[src/rtl/bmc_pulse_decoder.sv]
// bmc_pulse_decoder
//   Decodes the biphase-mark (BMC) bit stream carried inside each Lighthouse
//   light pulse seen on one sensor face. Each decoded bit produces a 1-cycle
//   strobe. Pulse start is timestamped, and a per-pulse summary (bit count and
//   error flag) is reported when the pulse ends.
//
// Ports
//   clk_96MHz    in   system clock
//   reset_n      in   synchronous reset, active low
//   d_in_first   in   newest registered data sample
//   d_in_second  in   data sample one cycle older than d_in_first
//   e_in         in   registered envelope sample
//   bit_out      out  decoded bit value, valid with bit_valid
//   bit_valid    out  1-cycle strobe per decoded bit
//   pulse_active out  high from pulse start to pulse end
//   pulse_start  out  1-cycle strobe on envelope activation
//   start_ts     out  timestamp latched at pulse start
//   pulse_end    out  1-cycle strobe on envelope deactivation
//   bit_count    out  bits decoded in the pulse (saturating), valid with pulse_end
//   pulse_error  out  glitch/timeout/bad-phase seen in the pulse, valid with pulse_end
//
// FSM state is held in state_q (type state_t) for checker binding.
// No valid/ready handshake: outputs are strobes the consumer must sample.
module bmc_pulse_decoder #(
  parameter logic ENV_ACTIVE = 1'b0,
  parameter int   HALF_MIN   = 4,
  parameter int   HALF_MAX   = 11,
  parameter int   FULL_MAX   = 23,
  parameter int   TS_WIDTH   = 32,
  parameter int   CNT_WIDTH  = 8
) (
  input  logic                 clk_96MHz,
  input  logic                 reset_n,
  input  logic                 d_in_first,
  input  logic                 d_in_second,
  input  logic                 e_in,
  output logic                 bit_out,
  output logic                 bit_valid,
  output logic                 pulse_active,
  output logic                 pulse_start,
  output logic [TS_WIDTH-1:0]  start_ts,
  output logic                 pulse_end,
  output logic [CNT_WIDTH-1:0] bit_count,
  output logic                 pulse_error
);

  // Interval counter only needs to reach FULL_MAX+1 (its saturation value).
  localparam int IW = $clog2(FULL_MAX + 2);
  localparam logic [IW-1:0]        HMIN    = IW'(HALF_MIN);
  localparam logic [IW-1:0]        HMAX    = IW'(HALF_MAX);
  localparam logic [IW-1:0]        FMAX    = IW'(FULL_MAX);
  localparam logic [IW-1:0]        TOUT    = IW'(FULL_MAX + 1);
  localparam logic [CNT_WIDTH-1:0] CNT_MAX = '1;

  typedef enum logic [2:0] {
    S_IDLE,
    S_SYNC,
    S_DECODE,
    S_HALF,
    S_FLUSH
  } state_t;

  state_t                state_q, state_d;
  logic [TS_WIDTH-1:0]   ts_q, ts_d;
  logic [IW-1:0]         int_q, int_d;
  logic                  env_prev_q, env_prev_d;
  logic [TS_WIDTH-1:0]   start_ts_q, start_ts_d;
  logic [CNT_WIDTH-1:0]  cnt_q, cnt_d;
  logic                  err_q, err_d;
  logic                  active_q, active_d;
  logic                  pstart_q, pstart_d;
  logic                  pend_q, pend_d;
  logic                  bit_valid_q, bit_valid_d;
  logic                  bit_out_q, bit_out_d;

  logic data_edge, env_on, env_rise, env_fall;
  logic emit, emit_val, timeout;

  always_comb begin
    data_edge = d_in_first ^ d_in_second;
    env_on    = (e_in == ENV_ACTIVE);
    env_rise  = env_on & ~env_prev_q;
    env_fall  = ~env_on & env_prev_q;
    timeout   = (int_q > FMAX);

    state_d     = state_q;
    ts_d        = ts_q + 1'b1;
    int_d       = data_edge ? IW'(1) : ((int_q >= TOUT) ? TOUT : int_q + 1'b1);
    env_prev_d  = env_on;
    start_ts_d  = start_ts_q;
    cnt_d       = cnt_q;
    err_d       = err_q;
    active_d    = active_q;
    pstart_d    = 1'b0;
    pend_d      = 1'b0;
    bit_valid_d = 1'b0;
    bit_out_d   = 1'b0;
    emit        = 1'b0;
    emit_val    = 1'b0;

    if (env_fall) begin
      // Envelope loss has priority over any data edge in the same cycle.
      state_d = S_IDLE;
      if (active_q) begin
        pend_d   = 1'b1;
        active_d = 1'b0;
        if (state_q == S_HALF) err_d = 1'b1;  // dangling half bit
      end
    end else if (env_rise) begin
      pstart_d   = 1'b1;
      start_ts_d = ts_q;
      active_d   = 1'b1;
      cnt_d      = '0;
      err_d      = 1'b0;
      state_d    = S_SYNC;
    end else begin
      case (state_q)
        S_SYNC: begin
          if (data_edge) state_d = S_DECODE;
        end
        S_DECODE: begin
          if (data_edge && !timeout) begin
            if (int_q < HMIN) begin
              err_d   = 1'b1;
              state_d = S_FLUSH;
            end else if (int_q <= HMAX) begin
              state_d = S_HALF;
            end else begin
              emit     = 1'b1;
              emit_val = 1'b0;
            end
          end else if (timeout) begin
            // Long silence after data is just end of data.
            state_d = S_FLUSH;
            if (cnt_q == '0) err_d = 1'b1;
          end
        end
        S_HALF: begin
          if (data_edge) begin
            if (int_q >= HMIN && int_q <= HMAX) begin
              emit     = 1'b1;
              emit_val = 1'b1;
              state_d  = S_DECODE;
            end else begin
              err_d   = 1'b1;
              state_d = S_FLUSH;
            end
          end else if (timeout) begin
            state_d = S_FLUSH;
            if (cnt_q == '0) err_d = 1'b1;
          end
        end
        default: ;
      endcase
    end

    if (emit) begin
      bit_valid_d = 1'b1;
      bit_out_d   = emit_val;
      if (cnt_q != CNT_MAX) cnt_d = cnt_q + 1'b1;
    end
  end

  always_ff @(posedge clk_96MHz) begin
    if (!reset_n) begin
      state_q     <= S_IDLE;
      ts_q        <= '0;
      int_q       <= '0;
      // Treat the envelope as already active so a pulse that is in progress
      // out of reset is not reported; it must go inactive first.
      env_prev_q  <= 1'b1;
      start_ts_q  <= '0;
      cnt_q       <= '0;
      err_q       <= 1'b0;
      active_q    <= 1'b0;
      pstart_q    <= 1'b0;
      pend_q      <= 1'b0;
      bit_valid_q <= 1'b0;
      bit_out_q   <= 1'b0;
    end else begin
      state_q     <= state_d;
      ts_q        <= ts_d;
      int_q       <= int_d;
      env_prev_q  <= env_prev_d;
      start_ts_q  <= start_ts_d;
      cnt_q       <= cnt_d;
      err_q       <= err_d;
      active_q    <= active_d;
      pstart_q    <= pstart_d;
      pend_q      <= pend_d;
      bit_valid_q <= bit_valid_d;
      bit_out_q   <= bit_out_d;
    end
  end

  assign bit_out      = bit_out_q;
  assign bit_valid    = bit_valid_q;
  assign pulse_active = active_q;
  assign pulse_start  = pstart_q;
  assign start_ts     = start_ts_q;
  assign pulse_end    = pend_q;
  assign bit_count    = cnt_q;
  assign pulse_error  = err_q;

endmodule
[config.mk]
export PLATFORM = sky130hd
export DESIGN_NAME = bmc_pulse_decoder
export DESIGN_NICKNAME = d
export VERILOG_FILES = /design/src/rtl/bmc_pulse_decoder.sv
export SDC_FILE = /design/constraint.sdc
export NUM_CORES = 1
export LEC_CHECK = 0
export CORE_UTILIZATION = 30
export DETAILED_ROUTE_END_ITERATION = 6
export PLACE_DENSITY_LB_ADDON = 0.1
export SLEW_MARGIN = 5
export SYNTH_ARGS = -nofsm -noshare
export SYNTH_HDL_FRONTEND = slang
export SYNTH_SLANG_ARGS = --single-unit
[constraint.sdc]
create_clock -name clk_96MHz -period 2.5 [get_ports clk_96MHz]
set_input_delay 0.25 -clock clk_96MHz [delete_from_list [all_inputs] [get_ports clk_96MHz]]
set_output_delay 0.25 -clock clk_96MHz [all_outputs]
set_load 0.01 [all_outputs]
# Word level (Yosys, flattened, before mapping)
# Index checks and enable logic that the tools add are counted.
# totals
register_bits	87
output_inout_bits	46
inputBits	5
# op_classes
add_sub_neg	3
order_cmp	5
n_bitwise	9
n_eq_ne	12
n_mux	37
reduce_logical	17
# ops
cell	count
$add 32x1->32 const B	1
$mux 8	4
$mux 1	22
$mux 3	7
$ne 5x5->1 const B	3
$pmux 3 s3	1
$add 8x1->8 const B	1
$logic_not 8->1	1
$ne 8x8->1 const B	1
$eq 3x2->1 const B	2
$not 1->1	6
$reduce_and 3->1	2
$reduce_bool 3->1	2
$reduce_or 3->1	2
$add 5x1->5 const B	1
$ge 5x3->1 const B	1
$ge 5x5->1 const B	1
$gt 5x5->1 const B	1
$le 5x4->1 const B	1
$lt 5x3->1 const B	1
$mux 5	1
$reduce_and 5->1	1
$reduce_or 5->1	1
$ne 2x2->1 const B	2
other kinds (12)	17

# Logic depth before layout (Yosys ltp)
# depth
word_depth	9
mapped_depth	7

# Worst setup path before layout
# No wires, ideal clock.
# synth_timing
path_kind	reg-to-reg
startpoint	register int_q[0]
endpoint	register cnt_q[2], in the netlist bit_count[2]
setup_time_ps	141
required_time_ps	2359
arrival_time_ps	1791
path_slack_ps	569
stages_incl_launch_ff	7
path_cell_list	dfxtp_1 -> ha_1 -> and3b_1 -> o22a_1 -> and2_1 -> o41ai_2 -> o221ai_1
# synth_between
elab_chain_len	8
elab_cells_between_ends	16
# synth_rtl
element	line_no	text
start: declaration	65	logic [IW-1:0] int_q, int_d;
start signal: assignment	183	int_q <= int_d;
$le 5x4->1, or another cell as far along	126, 140	
$mux 1, or another cell as far along	126	end else if (int_q <= HMAX) begin
$mux 1, or another cell as far along	123	if (int_q < HMIN) begin
$mux 1, on equally long branches	122, 139	
$pmux 1 s2 (*)	117	case (state_q)
$mux 1 (*)	109	end else if (env_rise) begin
$mux 1 (*)	101	if (env_fall) begin
$mux 8 (*)	157	if (emit) begin
end signal: assignment	186	cnt_q <= cnt_d;
end: declaration	68	logic [CNT_WIDTH-1:0] cnt_q, cnt_d;
# Every way passes the cells marked *; elsewhere a longest branch is shown, timed or not.
# A chain may end at the register's enable or synchronous reset.

# Worst setup path in the final report
# layout_timing
startpoint	register int_q[4]
endpoint	register cnt_q[3], in the netlist bit_count[3]
# Same word-level chain as after synthesis.

==> impl_metrics.json <==
{
  "syn_nets": 439,
  "ys_types": 53,
  "final-max-slew-violation-count": 0,
  "wl_per_cell_um": 13.4,
  "hold_slack_ns": 0.465,
  "min_from": "ts_q[0]",
  "layout-drive-gt1-share": 0.0760,
  "antenna_found_initial": 0,
  "rr_startpoint": "int_q[4]",
  "clock_path_buffers": 2,
  "drt_wl_total_mm": 8.80,
  "die_y_um": 115,
  "grt_max_degree": 65,
  "yosysMostFrequentCell": "dfxtp_1",
  "netlist_area_um2": 3850,
  "p_seq_frac": 0.491,
  "core.rowCount": 41,
  "gp_congestion": 0.767,
  "synthArstFlopShare": 0,
  "fin_area_um2": 4870,
  "clock_latency_ns": 0.34,
  "timing.fmax_mhz": 460,
  "cap_viol_max_count": 0,
  "drcViolationCount": 0,
  "postCtsSetupRepairBufs": 0,
  "r2r_slack_ns": 0.33,
  "critical_path_class": "reg2reg",
  "yosysWarnings": 0,
  "yosys_most_used_dff": "dfxtp_1",
  "power.share.clock": 0.467,
  "drtAntennaViolNets": 0,
  "outcome": "complete, no violations",
  "sw_frac_of_total": 0.217,
  "p_per_area_nw_per_um2": 588,
  "synth.top_cells.by_count": "dfxtp_1, nor2_1, mux2i_1",
  "worst_slack_ns": 0.325,
  "setup_violations": 0,
  "startpoint_type": "flop",
  "synth_edf_count": 0,
  "max_slew_margin": 0.536,
  "htree_levels": 3,
  "floorplan.die_area_um2": 13300,
  "routed_via_density": 4.75,
  "yosys.area.top_type_share": 0.452,
  "dpl_cell_area_um2": 4580,
  "path_cells": "or3b_2, o22a_1, and2_1, o41ai_2, buf_4, o221ai_1",
  "vias": 3132,
  "core-area_um2": 12600,
  "fin_skew_ns": 0.00825,
  "grt_usage": 0.143,
  "grt_first_pass_wirelength_mm": 14.5,
  "yosys.area.top_type": "dfxtp_1",
  "first_pass_iters": 4,
  "start_util": 0.307,
  "yosysSeqAreaShare": 0.452,
  "io_buffers": 50,
  "tritoncts": "built",
  "vdd_ir_drop_max_mv": 0.240,
  "syn_to_final_growth_pct": 26.4,
  "synthCells": 428,
  "place_ws_ns": 0.215,
  "path_max_fanout": 13,
  "num-fill-cells": 1310,
  "period_needed_ns": 2.17,
  "hold_buffers": 0,
  "syn_area_per_cell_um2": 9.00,
  "comb_power_share": 0.042,
  "arrival_ns": 2.38,
  "worstRegToRegCells": 6,
  "hold_violations": 0,
  "synth.area.top_cells": "dfxtp_1, mux2i_1, nor2_1, xor2_1, xnor2_1",
  "numCtsBuffers": 9,
  "cp.required_ns": 2.71,
  "p_sw_w": 0.000623,
  "die_x_um": 115,
  "cp_slowest_cell": "dfxtp_1",
  "rsz0062_at_grt": "false",
  "synth-seq-cells": 87,
  "fin_nets": 493,
  "io_pins": 51,
  "end_kind": "flop",
  "critPathMaxStageDelay_ns": 0.57,
  "hold_class": "reg2reg",
  "grt_pass1_vias": 2893,
  "path_clk_slew_ns": 0.06,
  "ctsResizeCount": 0,
  "cts_root_buffer": "clkbuf_16",
  "cell_internal_pwr_w": 0.00224,
  "timing.rr.end": "bit_count[3]",
  "cp-endpoint": "bit_count[3]",
  "cts.sinks": 87,
  "worst_slew_pin_slew_ns": 0.696,
  "period_share": 0.870,
  "cellLeakagePower_nw": 1.69,
  "grt.overflow.total": 0,
  "dp_hpwl_mm": 6.15,
  "drtIter0Drc": 156,
  "cp-startpoint": "int_q[4]",
  "setup_tns_ns": 0,
  "diodes": 0
}
==> power groups by stage <==
stage,clock network (W),registers (W),logic [W]
6_report,0.00134,0.00141,0.000120
2_1_floorplan,0,0.00144,0.0000822
3_3_place_gp,0,0.00144,0.000121
3_5_place_dp,0,0.00144,0.000121
5_1_grt,0.00144,0.00141,0.000135
4_1_cts,0.00139,0.00141,0.000122
==> worst max-delay path, delay by kind of cell (launching register included) <==
family,cells,cell delay (ns)
buffers and inverters,1,0.19
AND/OR/NAND/NOR,2,0.65
flip-flops,1,0.57
AO/OA/AOI/OAI,3,0.64
==> flip-flops by register name (all words and copies together) (netlist names), 3 cells and up <==
| name | flops |
|---|---|
| bit_count | 8 |
| int_q | 5 |
| start_ts | 32 |
| state_q | 3 |
| ts_q | 32 |
==> per-layer routing <==
| metal | share of wire | track usage | routed length, µm | up-vias |
|---|---|---|---|---|
| met5 | 0 | 0 | 0 | - |
| met4 | 0.023 | 0.0857 | 204 | 0 |
| met3 | 0.031 | 0.0269 | 272 | 11 |
| met2 | 0.46 | 0.222 | 4010 | 53 |
| met1 | 0.49 | 0.185 | 4310 | 1447 |
| li1 | - | - | - | 1621 |
==> layout make-up <==
type,instances,area (µm²),share of cell area
sequential,87,1740,0.358
timing repair buffer,63,598,0.123
clock buffer,12,246,0.0506
clock inverter,4,45.0,0.00925
inverter,18,67.6,0.0139
tap,172,215,0.0442
multi-input combinational,303,1960,0.402
==> stage by stage <==
step / instances / total power (W) / util
final: 659 / 0.00287 / 0.387
after global routing: 659 / 0.00298 / 0.387
after CTS: 659 / 0.00292 / 0.387
after detailed placement: 643 / 0.00156 / 0.364
after global placement: 643 / 0.00156 / 0.364
after floorplan: 428 / 0.00152 / -
==> cells in the final DEF, fill, tap and decap left out, types with 7 or more instances in the layout <==
cell and count:
dfxtp_1 87, nor2_1 71, clkdlybuf4s50_1 50, mux2i_1 34, nand2_1 21, inv_1 17, nand4_1 16, nand3_1 15
a21oi_1 15, xor2_1 14, buf_4 13, xnor2_1 12, o21ai_0 12, clkbuf_16 9, nor3_1 8, and3_1 7
==> cell families after synthesis <==
group / Yosys count / share of synthesized area
simple gates: 186 / 0.254
flops: 87 / 0.452
compound gates: 50 / 0.0834
buf+inv: 38 / 0.0412
mux: 35 / 0.0912
xor+xnor: 26 / 0.0591
fa+ha+maj: 6 / 0.0195
==> worst min-delay path by stage <==
stage / endpoint / slack (ns) / cells past startpoint
2_1_floorplan: env_prev_q / 0.31 / 1
3_3_place_gp: ts_q[0] / 0.44 / 1
3_5_place_dp: ts_q[0] / 0.46 / 1
4_1_cts: ts_q[0] / 0.48 / 1
5_1_grt: ts_q[0] / 0.51 / 1
6_report: ts_q[0] / 0.46 / 1
(Power assumes the default switching activity.)
